[src/rtl/psum_drain.sv]
// psum_drain: snapshots one row of PE accumulators, clears them, and streams
// rounded / ReLU'd / saturated 12-bit results over a valid/ready port.
`default_nettype none

module psum_drain #(
  parameter int N     = 4,
  parameter int IDX_W = 2
) (
  input  logic              clk,
  input  logic              rst,
  input  logic              start,
  input  logic [20*N-1:0]   acc_in,
  input  logic [3:0]        shift,
  input  logic              relu_en,
  output logic              pe_clr,
  output logic              busy,
  output logic              out_valid,
  input  logic              out_ready,
  output logic [11:0]       out_data,
  output logic [IDX_W-1:0]  out_idx,
  output logic              out_last,
  output logic              done
);

  typedef enum logic [0:0] {
    IDLE  = 1'b0,
    DRAIN = 1'b1
  } state_t;

  localparam logic [IDX_W-1:0] LAST_IDX = IDX_W'(N - 1);

  state_t             state;
  logic signed [19:0] shadow [N];
  logic [IDX_W-1:0]   idx;
  logic [3:0]         shift_q;
  logic               relu_q;

  logic               xfer;
  logic signed [20:0] sel_ext;
  logic signed [20:0] rnd;
  logic signed [20:0] shifted;
  logic signed [20:0] clipped;

  assign xfer = (state == DRAIN) && out_ready;

  always_ff @(posedge clk) begin
    if (rst) begin
      state   <= IDLE;
      idx     <= '0;
      shift_q <= '0;
      relu_q  <= 1'b0;
      pe_clr  <= 1'b0;
      done    <= 1'b0;
      for (int i = 0; i < N; i++) shadow[i] <= '0;
    end else begin
      pe_clr <= 1'b0;
      done   <= 1'b0;
      case (state)
        IDLE: begin
          if (start) begin
            for (int i = 0; i < N; i++) shadow[i] <= acc_in[20*i +: 20];
            shift_q <= shift;
            relu_q  <= relu_en;
            idx     <= '0;
            pe_clr  <= 1'b1;
            state   <= DRAIN;
          end
        end
        DRAIN: begin
          if (xfer) begin
            if (idx == LAST_IDX) begin
              done  <= 1'b1;
              state <= IDLE;
            end else begin
              idx <= idx + 1'b1;
            end
          end
        end
        default: state <= IDLE;
      endcase
    end
  end

  // 21-bit datapath: the largest rounding offset added to a 20-bit value cannot overflow.
  always_comb begin
    sel_ext = {shadow[idx][19], shadow[idx]};
    rnd     = '0;
    if (shift_q != 4'd0) rnd = 21'sd1 <<< (shift_q - 4'd1);
    shifted = (sel_ext + rnd) >>> shift_q;
    clipped = shifted;
    if (relu_q && shifted < 0) clipped = '0;
    if (clipped > 21'sd2047)       out_data = 12'h7ff;
    else if (clipped < -21'sd2048) out_data = 12'h800;
    else                           out_data = clipped[11:0];
  end

  assign busy      = (state == DRAIN);
  assign out_valid = (state == DRAIN);
  assign out_idx   = idx;
  assign out_last  = (state == DRAIN) && (idx == LAST_IDX);

endmodule

`default_nettype wire

[config.mk]
export PLATFORM = sky130hd
export DESIGN_NAME = psum_drain
export DESIGN_NICKNAME = d
export VERILOG_FILES = /design/src/rtl/psum_drain.sv
export SDC_FILE = /design/constraint.sdc
export NUM_CORES = 1
export LEC_CHECK = 0
export CORE_MARGIN = 3
export CORE_UTILIZATION = 55
export CTS_CLUSTER_DIAMETER = 80
export DETAILED_ROUTE_END_ITERATION = 7
export PLACE_DENSITY = 0.82
export RECOVER_POWER = 50
export SETUP_SLACK_MARGIN = 0.3
export SLEW_MARGIN = 20
export SYNTH_ARGS = -nofsm -noshare
export SYNTH_HDL_FRONTEND = slang
export SYNTH_SLANG_ARGS = --single-unit
export TNS_END_PERCENT = 20
[constraint.sdc]
create_clock -name clk -period 14.2 [get_ports clk]
set_clock_uncertainty 0.2 [all_clocks]
set_input_delay 2.13 -clock clk [delete_from_list [all_inputs] [get_ports clk]]
set_output_delay 2.13 -clock clk [all_outputs]
set_load 0.005 [all_outputs]
==> flow_summary.json <==
{
  "status": "complete, but fails checks",
  "violations": "max-capacitance violations, max-slew violations",
  "crit_chain": "clkinv_1 -> nand2_1 -> nor2_1 -> ha_1 -> nand2_1 -> o32ai_1 -> a21oi_1 -> and3b_1 -> o211ai_1 -> o21ai_0 -> a221oi_1 -> nand4_1 -> o211ai_1 -> clkbuf_4 -> o211ai_2 -> clkdlybuf4s50_1",
  "tightest_slew_ps": 4420,
  "grt_max_degree": 86,
  "synth.net_count": 705,
  "synth-edff-count": 80,
  "crit_start": "shift_q[0]",
  "synth_ff_type": "edfxtp_1",
  "ys_seq_area_frac": 0.420,
  "seqPwrFrac": 0.437,
  "setup_tns_ps": 0,
  "hp-class": "reg -> reg",
  "cts.sinks": 92,
  "gp_congestion": 0.974,
  "syn_inst": 598,
  "p_int_w": 0.000528,
  "overflow": 0,
  "slew_violations": 165,
  "dr.pass1.iters": 5,
  "drv_cap": 2,
  "drt_iter0_drc": 455,
  "num_vias": 5185,
  "top_layer": "met4",
  "slew_headroom": -1.95,
  "diodes": 0,
  "powerDensity_nw_per_um2": 96.8,
  "setup_viol": 0,
  "endpoint": "out_data[4]",
  "row_count": 38,
  "r2r-end": "shift_q[1]",
  "ir_worst_vdd_v": 0.0000580,
  "grt_antenna_before_repair": 0,
  "switching_share": 0.291,
  "worstSetupPathType": "reg -> out",
  "die_w_um": 113,
  "mostFrequentLayoutCell": "clkdlybuf4s50_1",
  "synth_cell_types": 77,
  "critPathRequiredTime_ps": 11870,
  "clkTransAtPathRegs_ps": 70,
  "critical_path.max_fanout": 20,
  "post_cts_buffers": 0,
  "fin_crit_sh": 0.647,
  "io_buffers": 107,
  "worstSetupStartpointType": "flop",
  "core_area_sq_um": 11000,
  "r2r-start": "busy",
  "syn_area_per_cell_sq_um": 10.5,
  "clk_latency_ps": 350,
  "wl_met2_um": 8060,
  "synthArstFlopShare": 0,
  "met1Wirelength_um": 6900,
  "hold_viol_final": 0,
  "fin_nets": 790,
  "final_core_util": 0.697,
  "nFillCells": 815,
  "synth_seq_cells": 92,
  "rsz0062_at_grt": "no",
  "arrival_ps": 6860,
  "wl_per_cell_um": 20.0,
  "yosysWarnings": 0,
  "numCtsBuffers": 9,
  "clkPwrFrac": 0.319,
  "routed_wl_um": 16600,
  "syn_to_final_growth_pct": 22.1,
  "first_global_vias": 5245,
  "fmax_ghz": 0.109,
  "dp_hpwl_um": 12400,
  "hold_buffers": 0,
  "wl_met3_um": 1100,
  "io_pins": 108,
  "p_leak_nw": 2.88,
  "ant_nets": 0,
  "die_h_um": 113,
  "syn_area_sq_um": 6290,
  "r2r_slack_ps": 9500,
  "cts.htree.levels": 3,
  "clockRootBuffer": "clkbuf_16",
  "cts_resized": 0,
  "drive_gt1_frac": 0.109,
  "viasPerCell": 6.26,
  "grt_first_pass_wirelength_um": 26700,
  "cts_tree": "built",
  "start_util": 0.571,
  "slowest_delay_ps": 790,
  "final.min_clock_period_ps": 9190,
  "dieArea_sq_um": 12800,
  "critical-path-slowest-cell": "dfxtp_1",
  "cts_buffer_depth": 2,
  "track_usage": 0.265,
  "comb_power_share": 0.244,
  "drc_errors": 0,
  "layout_common_cells": "99 x clkdlybuf4s50_1, 80 x edfxtp_1, 63 x and2_1",
  "cp-end-kind": "primary output",
  "ff2ff_path_depth": 5,
  "switching_power_w": 0.000217
}
## worst min path at each step
stage | startpoint | to | slack [ps] | cells past startpoint
5_1_grt | out_idx[1] | out_idx[1] | 360 | 2
6_report | relu_q | relu_q | 320 | 2
3_5_place_dp | relu_q | relu_q | 320 | 2
4_1_cts | relu_q | relu_q | 320 | 2
2_1_floorplan | out_idx[1] | flop | 270 | 2
3_3_place_gp | out_idx[1] | out_idx[1] | 300 | 2
## through the flow
stage	total power [W]	area [sq um]	instances	hold WS, ps	worst slack [ps]
6_report	0.000744	7690	828	316	5010
5_1_grt	0.000776	7690	828	362	4580
4_1_cts	0.000744	7690	827	323	4930
3_5_place_dp	0.000508	7400	811	317	5320
3_3_place_gp	0.000504	7400	811	298	5490
2_1_floorplan	0.000439	6290	598	271	7380
## synth_stat cells (2+ instances only)
library cell  instances  area [sq um]
mux2i_1               8          80.1
o32ai_1               3          26.3
a211o_1               3          26.3
o311ai_0              2          17.5
a211oi_1              8          60.1
a21oi_1              27           135
clkbuf_1             24          90.1
xor2_1                5          43.8
a222oi_1              2          20.0
and3_1                2          12.5
buf_2                 8          40.0
inv_1                14          52.6
o211ai_2             10           125
a221oi_1              4          35.0
nand2_1              49           184
nor3b_1               2          15.0
a311oi_1              3          26.3
clkinv_1              2          7.51
nor2_1               45           169
o21a_1                5          37.5
nand3_1              12          60.1
o21ai_0              28           140
mux2_2                5          56.3
buf_4                 2          15.0
and2_1               86           538
dfxtp_1              12           240
buf_6                 3          33.8
or3_1                 4          25.0
edfxtp_1             80          2400
a41oi_1               2          17.5
xnor2_1              10          87.6
mux4_2               26           586
nor3_1                9          45.0
ha_1                 17           213
a21o_1                8          60.1
a22o_1                2          17.5
nand4_1               5          31.3
nor4_1                2          12.5
a31o_2                2          17.5
o211a_1               2          20.0
buf_1                 2          7.51
o211ai_1              8          60.1
and4_1                4          35.0
o2bb2ai_1             2          17.5
a31oi_1               7          43.8
## logic make-up (layout without fill, tap and decap cells)
logic type	after synthesis	count (layout)	share of synthesized area
other	1	1	0.000596
flip-flops	92	92	0.420
AND/OR/NAND/NOR	230	230	0.193
adder cells (fa/ha/maj)	18	18	0.0370
AO/OA/AOI/OAI	148	148	0.174
XOR/XNOR	15	15	0.0209
buffers and inverters	55	145	0.0392
multiplexers	39	39	0.115
## layer usage
layer / up-vias / global-route usage
li1: 2436 / -
met1: 2483 / 0.356
met2: 222 / 0.434
met3: 44 / 0.0433
met4: 0 / 0.107
met5: - / 0
## cell type report
type                    instances  area (sq um)  area share
multi-input cells             451          3400       0.443
flip-flops and latches         92          2640       0.344
clock inverters                 7          71.3     0.00928
well taps                     140           175      0.0228
clock buffers                   9           225      0.0293
repair buffers                113          1110       0.144
inverters                      16          60.1     0.00781
## flip-flops by register name (all words and copies together), names as in the netlist, named ones only
name / count
shift_q: 4
done: 1
relu_q: 1
out_idx: 2
shadow: 80
pe_clr: 1
busy: 1
## power groups by stage
stage	Clock (W)	Combinational, W	Sequential [W]
2_1_floorplan	0	0.000115	0.000324
3_3_place_gp	0	0.000177	0.000327
3_5_place_dp	0	0.000179	0.000329
4_1_cts	0.000241	0.000180	0.000324
5_1_grt	0.000253	0.000196	0.000327
6_report	0.000238	0.000182	0.000325
## worst max-delay path, delay by kind of cell (launching register included)
| kind | cells | cell delay (ps) |
|---|---|---|
| AND/OR/NAND/NOR | 5 | 1150 |
| AO/OA/AOI/OAI | 7 | 2520 |
| buffers and inverters | 3 | 1580 |
| adder cells (fa/ha/maj) | 1 | 470 |
| flip-flops | 1 | 790 |
No activity file was read; power rests on OpenSTA's default activity.
